--- src/rtl/id_scoreboard_pkg.sv ---
// Shared definitions for the decode-stage issue scoreboard.
// Holds the register address width and the fence FSM state encodings.
// Imported by id_scoreboard and sb_counter_bank.
package id_scoreboard_pkg;

  localparam int REG_ADDR_W = 5;

  typedef enum logic [1:0] {
    SB_RUN   = 2'd0,
    SB_DRAIN = 2'd1,
    SB_DONE  = 2'd2
  } sb_state_t;

endpackage

--- src/rtl/sb_counter_bank.sv ---
// Per-register pending-write counters (NREGS x CNT_W), one inc and one dec port.
// Latency: counter updates visible one cycle after inc/dec/clear.
// Backpressure: none; the caller never increments a saturated or decrements an empty counter.
module sb_counter_bank
  import id_scoreboard_pkg::*;
#(
  parameter int NREGS = 32,
  parameter int CNT_W = 2
) (
  input  logic                  clk,
  input  logic                  rst,
  input  logic                  inc,
  input  logic [REG_ADDR_W-1:0] inc_addr,
  input  logic                  dec,
  input  logic [REG_ADDR_W-1:0] dec_addr,
  input  logic                  clear,
  output logic [NREGS-1:0]      nonzero,
  output logic [NREGS-1:0]      sat
);

  localparam logic [CNT_W-1:0] CNT_MAX = '1;

  for (genvar g = 0; g < NREGS; g++) begin : g_cnt
    logic [CNT_W-1:0] cnt_q;
    logic             inc_hit;
    logic             dec_hit;

    assign inc_hit = inc && (inc_addr == REG_ADDR_W'(g));
    assign dec_hit = dec && (dec_addr == REG_ADDR_W'(g));

    // A simultaneous inc and dec to the same register cancel out.
    always_ff @(posedge clk) begin
      if (rst || clear) begin
        cnt_q <= '0;
      end else if (inc_hit && !dec_hit) begin
        cnt_q <= cnt_q + CNT_W'(1);
      end else if (dec_hit && !inc_hit) begin
        cnt_q <= cnt_q - CNT_W'(1);
      end
    end

    assign nonzero[g] = (cnt_q != '0);
    assign sat[g]     = (cnt_q == CNT_MAX);
  end

endmodule

--- src/rtl/id_scoreboard.sv ---
// Decode-stage issue controller: RAW/saturation/full stalls plus fence drain.
// Latency: idStall/idIssue combinational from registered state; counters update next cycle.
// Backpressure: ID is held via idStall while exReady is low, on hazards, or while draining.
module id_scoreboard
  import id_scoreboard_pkg::*;
#(
  parameter  int NREGS        = 32,
  parameter  int CNT_W        = 2,
  parameter  int MAX_INFLIGHT = 4,
  localparam int INF_W        = $clog2(MAX_INFLIGHT) + 1
) (
  input  logic                  clk,
  input  logic                  rst,
  input  logic                  idValid,
  input  logic                  rs1ReadEnable,
  input  logic [REG_ADDR_W-1:0] rs1ReadAddr,
  input  logic                  rs2ReadEnable,
  input  logic [REG_ADDR_W-1:0] rs2ReadAddr,
  input  logic                  rdWriteEnable,
  input  logic [REG_ADDR_W-1:0] rdWriteAddr,
  input  logic                  exReady,
  input  logic                  wbValid,
  input  logic [REG_ADDR_W-1:0] wbAddr,
  input  logic                  flush,
  input  logic                  fenceReq,
  output logic                  idStall,
  output logic                  idIssue,
  output logic                  fenceDone,
  output logic [INF_W-1:0]      inflightCnt
);

  sb_state_t        state;
  sb_state_t        state_nxt;
  logic [NREGS-1:0] reg_nonzero;
  logic [NREGS-1:0] reg_sat;
  logic             hazard;
  logic             sat_hit;
  logic             full;
  logic             in_run;
  logic             track;
  logic             retire;

  sb_counter_bank #(
    .NREGS (NREGS),
    .CNT_W (CNT_W)
  ) u_bank (
    .clk      (clk),
    .rst      (rst),
    .inc      (track),
    .inc_addr (rdWriteAddr),
    .dec      (retire),
    .dec_addr (wbAddr),
    .clear    (flush),
    .nonzero  (reg_nonzero),
    .sat      (reg_sat)
  );

  // Stall decision from registered state only; a same-cycle WB does not unblock a reader.
  always_comb begin
    hazard  = (rs1ReadEnable && (rs1ReadAddr != '0) && reg_nonzero[rs1ReadAddr])
           || (rs2ReadEnable && (rs2ReadAddr != '0) && reg_nonzero[rs2ReadAddr]);
    sat_hit = rdWriteEnable && (rdWriteAddr != '0) && reg_sat[rdWriteAddr];
    full    = (inflightCnt == INF_W'(MAX_INFLIGHT));
    idStall = idValid && (hazard || sat_hit || full || !in_run || !exReady);
    idIssue = idValid && !idStall;
    track   = idIssue && rdWriteEnable && (rdWriteAddr != '0);
    retire  = wbValid && (wbAddr != '0) && reg_nonzero[wbAddr];
  end

  // Outstanding-write count; track and retire in the same cycle leave it unchanged.
  always_ff @(posedge clk) begin
    if (rst || flush) begin
      inflightCnt <= '0;
    end else if (track && !retire) begin
      inflightCnt <= inflightCnt + INF_W'(1);
    end else if (retire && !track) begin
      inflightCnt <= inflightCnt - INF_W'(1);
    end
  end

  // Fence FSM state register.
  always_ff @(posedge clk) begin
    if (rst) begin
      state <= SB_RUN;
    end else begin
      state <= state_nxt;
    end
  end

  // Fence FSM next state. An already-empty pipeline skips DRAIN, unless the entering
  // cycle itself issues a tracked write that must still be waited for.
  always_comb begin
    state_nxt = state;
    if (flush) begin
      state_nxt = SB_RUN;
    end else begin
      unique case (state)
        SB_RUN: begin
          if (fenceReq) begin
            state_nxt = ((inflightCnt == '0) && !track) ? SB_DONE : SB_DRAIN;
          end
        end
        SB_DRAIN: begin
          if (inflightCnt == '0) begin
            state_nxt = SB_DONE;
          end
        end
        SB_DONE:  state_nxt = SB_RUN;
        default:  state_nxt = SB_RUN;
      endcase
    end
  end

  // Fence FSM outputs: issue only in RUN, one-cycle completion pulse in DONE.
  always_comb begin
    in_run    = (state == SB_RUN);
    fenceDone = (state == SB_DONE);
  end

endmodule
--- config.mk ---
export PLATFORM = sky130hd
export DESIGN_NAME = id_scoreboard
export DESIGN_NICKNAME = d
export VERILOG_FILES = /design/src/rtl/id_scoreboard_pkg.sv /design/src/rtl/sb_counter_bank.sv /design/src/rtl/id_scoreboard.sv
export SDC_FILE = /design/constraint.sdc
export NUM_CORES = 1
export LEC_CHECK = 0
export BUFFER_PORTS_ARGS = -buffer_cell sky130_fd_sc_hd__buf_2
export CORE_ASPECT_RATIO = 0.7
export CORE_UTILIZATION = 66
export DETAILED_ROUTE_END_ITERATION = 12
export PLACE_DENSITY_LB_ADDON = 0.12
export SETUP_SLACK_MARGIN = 0.05
export SYNTH_ARGS = -nofsm -noshare
export SYNTH_HDL_FRONTEND = slang
export SYNTH_SLANG_ARGS = --single-unit
--- constraint.sdc ---
create_clock -name clk -period 7.45 [get_ports clk]
set_clock_uncertainty 0.2 [all_clocks]
set_input_delay 0.3725 -clock clk [delete_from_list [all_inputs] [get_ports clk]]
set_output_delay 0.3725 -clock clk [all_outputs]
set_load 0.03 [all_outputs]
==> Implementation_results.wiki <==
{| class="wikitable"
! Metric !! Value
|-
| Data arrival time of the critical path || between 4000 and 5000 ps
|-
| Count of vias placed by the detailed router || 5177
|-
| Top-level I/O count || 36
|-
| Most frequent cells in the layout || 74 x nor2_1, 69 x dfxtp_1, 64 x xor2_1
|-
| Achievable frequency || about 0.24 GHz
|-
| WL/cell || about 22 microns
|-
| Floorplan Core Area || between 7000 and 8000 sq um
|-
| Via-to-Cell Ratio || ~6.9
|-
| Setup repair after global routing missed its margin || no
|-
| Final hold violation count || 0
|-
| Layout cells sized above 1 || 0.132
|-
| Slew Limit Fails || 0
|-
| End point of the most critical hold path || state[1]
|-
| Setup repair bufs after CTS || 0
|-
| CTS Buf Count || 9
|-
| Hold-critical path depth || 3
|-
| Synth Cell Area || 5270 sq um
|-
| Number of nets still failing antenna checks after routing || 0
|-
| Number of antenna diodes || 0
|-
| Overall overflow remaining after global route || 0
|-
| Effective utilization at floorplan || 0.702
|-
| Data required time of the critical path || 7510 ps
|-
| Post-synth ARST share || 0
|-
| Clock tree from TritonCTS || built
|-
| Maximum number of pins on one net before global-route repair || 69
|-
| Leakage power || ~0.0022 uW
|-
| Die X-Extent || around 110 microns
|-
| Power Density || 158 nW/um^2
|-
| Crit path launch type || flip-flop
|-
| Final worst hold slack || between 150 and 200 ps
|-
| Highest ir drop seen on vdd || about 0.00018 V
|-
| Via count of the first global-routing pass || 4870
|-
| FP Rows || 26
|-
| Net count after synthesis || 702
|-
| R2r endpoint || u_bank.g_cnt[1].cnt_q[1]
|-
| Count of flip-flops with a built-in enable after synthesis || 0
|-
| Tightest slew margin relative to the limit || 0.485
|-
| Mean Syn Cell Area || 8.28 sq um
|-
| Max-capacitance violation count || 0
|-
| CTS hold repair buffers || 0
|-
| Register-to-register setup slack || 3330 ps
|-
| Commonest non-fill, non-tap cell in the layout || nor2_1
|-
| RD Place Congestion || 1.09
|-
| Level count of the clock H-tree || 3
|-
| Count of input and output buffers || 35
|-
| Number of antenna violations at the first check in global routing || 0
|-
| Final HPWL from detailed placement || between 10000 and 15000 microns
|-
| Total GRT Usage || 0.423
|-
| Cell at the root of the clock tree || clkbuf_16
|-
| Count of state elements after synthesis || 69
|-
| Total number of clock tree sinks || 69
|-
| Setup TNS || 0 ps
|-
| Cells after synthesis || 637
|-
| Kind of critical path || reg -> reg
|-
| Clk_lat worst skew || ~340 ps
|-
| Total setup violations reported at the end of the flow || 0
|-
| Sum of internal, switching and leakage power || roughly 900 uW
|-
| DRC errors left || 0
|-
| Area grow syn2layout || 8.07%
|-
| First-pass iteration count of the detailed router || 5
|-
| Buffer levels on the longest clock path || 2
|-
| Die boundary height || ~77 microns
|-
| Hold Crit Start || fenceReq
|-
| Seq/Total Area, Yosys || 0.262
|-
| Worst-Margin Slew || 771 ps
|-
| Run status || finished clean
|-
| Synth warn || 0
|-
| Final min period || 4120 ps
|-
| Worst Setup SP || inflightCnt[1]
|-
| Startpoint of the worst register-to-register path || inflightCnt[1]
|-
| Final critical-path share of the clock period || 0.553
|-
| Critical path peak fanout || 31
|-
| Unique cell type count in the Yosys netlist || 65
|-
| First DRT Iteration DRCs || between 800 and 900
|-
| Worst setup EP type || flip-flop
|-
| Worst hold path type || in -> reg
|-
| Number of instances resized during post-cts repair || 0
|-
| Net total in the final layout || 718
|-
| Total detailed-routing wirelength || 16600 microns
|-
| Worst Reg-to-Reg Cells || 11
|-
| Global-route wire length before repair || between 20000 and 30000 microns
|-
| Total Die Area || 8360 sq um
|-
| CTS clock-pin slew for the worst setup and hold paths || around 60 ps
|-
| Predominant post-synthesis flop cell || dfxtp_1
|}
==> stage by stage <==
stage	setup WS, ps	cells	instance area [sq um]	util
global placement	3560	740	5420	0.722
global route	3040	755	5700	0.758
detailed placement	3460	740	5420	0.722
CTS	3440	755	5700	0.758
floorplan	4280	637	5270	-
finish	3330	755	5700	0.758
==> worst max-delay path, stage by stage, from the launching register on <==
cell	delay (ps)
dfxtp_1	420
nor2_1	70
a2111oi_0	560
o21ai_0	170
a211oi_1	520
nand3_1	340
nor4_4	270
buf_4	320
nor4b_2	330
ha_1	330
or3_1	350
a21oi_1	160
==> cell usage after synthesis, types with 2 or more instances <==
| cell type | n | area (sq um) |
|---|---|---|
| a311oi_1 | 3 | 26.3 |
| nor4b_2 | 4 | 60.1 |
| nor4b_1 | 2 | 17.5 |
| o21ai_0 | 43 | 215 |
| clkbuf_1 | 14 | 52.6 |
| nor3b_1 | 8 | 60.1 |
| a2111oi_0 | 5 | 43.8 |
| nor3_4 | 3 | 48.8 |
| ha_1 | 34 | 425 |
| nand4_1 | 4 | 25.0 |
| or3_1 | 32 | 200 |
| nand4b_1 | 3 | 26.3 |
| and4_1 | 5 | 43.8 |
| nor3_1 | 12 | 60.1 |
| and2_1 | 5 | 31.3 |
| and3_1 | 24 | 150 |
| or2_2 | 3 | 18.8 |
| a311o_1 | 2 | 20.0 |
| nor2_1 | 74 | 278 |
| and4bb_2 | 4 | 50.1 |
| xor2_1 | 64 | 561 |
| nand2b_1 | 3 | 18.8 |
| o41ai_1 | 2 | 17.5 |
| buf_6 | 2 | 22.5 |
| dfxtp_1 | 69 | 1380 |
| a22oi_1 | 6 | 45.0 |
| mux4_2 | 13 | 293 |
| buf_4 | 4 | 30.0 |
| buf_1 | 2 | 7.51 |
| nor2b_1 | 8 | 50.1 |
| a211oi_1 | 4 | 30.0 |
| a21boi_0 | 3 | 22.5 |
| nand3_1 | 7 | 35.0 |
| a221oi_1 | 6 | 52.6 |
| nor2_2 | 2 | 12.5 |
| o211ai_1 | 7 | 52.6 |
| inv_1 | 14 | 52.6 |
| a21oi_1 | 47 | 235 |
| buf_2 | 10 | 50.1 |
| mux2i_1 | 3 | 30.0 |
| nand2_1 | 53 | 199 |
==> report_power, final <==
part           internal (uW)  switching, uW
clock                    233            174
sequential               372           3.51
combinational           40.6           80.5
==> cell families after synthesis <==
kind of cell,count (synthesis),share of synthesized area
xor gates and xnor gates,64,0.106
and+or+nand+nor,265,0.279
adders and majority gates,35,0.0845
buffers and inverters,47,0.0415
AOI/OAI and AO/OA,140,0.163
muxes,17,0.0634
DFF,69,0.262
==> area by class of cell <==
type	instances	area (sq um)
Inverter	15	56.3
Multi-Input combinational cell	521	3670
Sequential cell	69	1380
Fill cell	537	1820
Timing Repair Buffer	37	190
Tap cell	98	123
Clock inverter	5	36.3
Clock buffer	10	239
==> layer usage <==
metal | vias to the layer above | track usage | part of all wire
met5 | - | 0 | 0
li1 | 2342 | - | -
met1 | 2401 | 0.574 | 0.40
met2 | 377 | 0.612 | 0.42
met4 | 0 | 0.161 | 0.033
met3 | 57 | 0.151 | 0.15
==> worst max-delay path by stage <==
stage	to	slack [ps]
2_1_floorplan	u_bank.g_cnt[19].cnt_q[1]	4280
3_3_place_gp	u_bank.g_cnt[1].cnt_q[1]	3560
3_5_place_dp	u_bank.g_cnt[1].cnt_q[1]	3460
4_1_cts	u_bank.g_cnt[1].cnt_q[1]	3440
5_1_grt	u_bank.g_cnt[1].cnt_q[1]	3040
6_report	u_bank.g_cnt[1].cnt_q[1]	3330
==> registers in the layout (all words and copies together) (netlist names) <==
signal	count
state	2
inflightCnt	3
u_bank.g_cnt.cnt_q	64
Power figures use the tool's default switching activity.
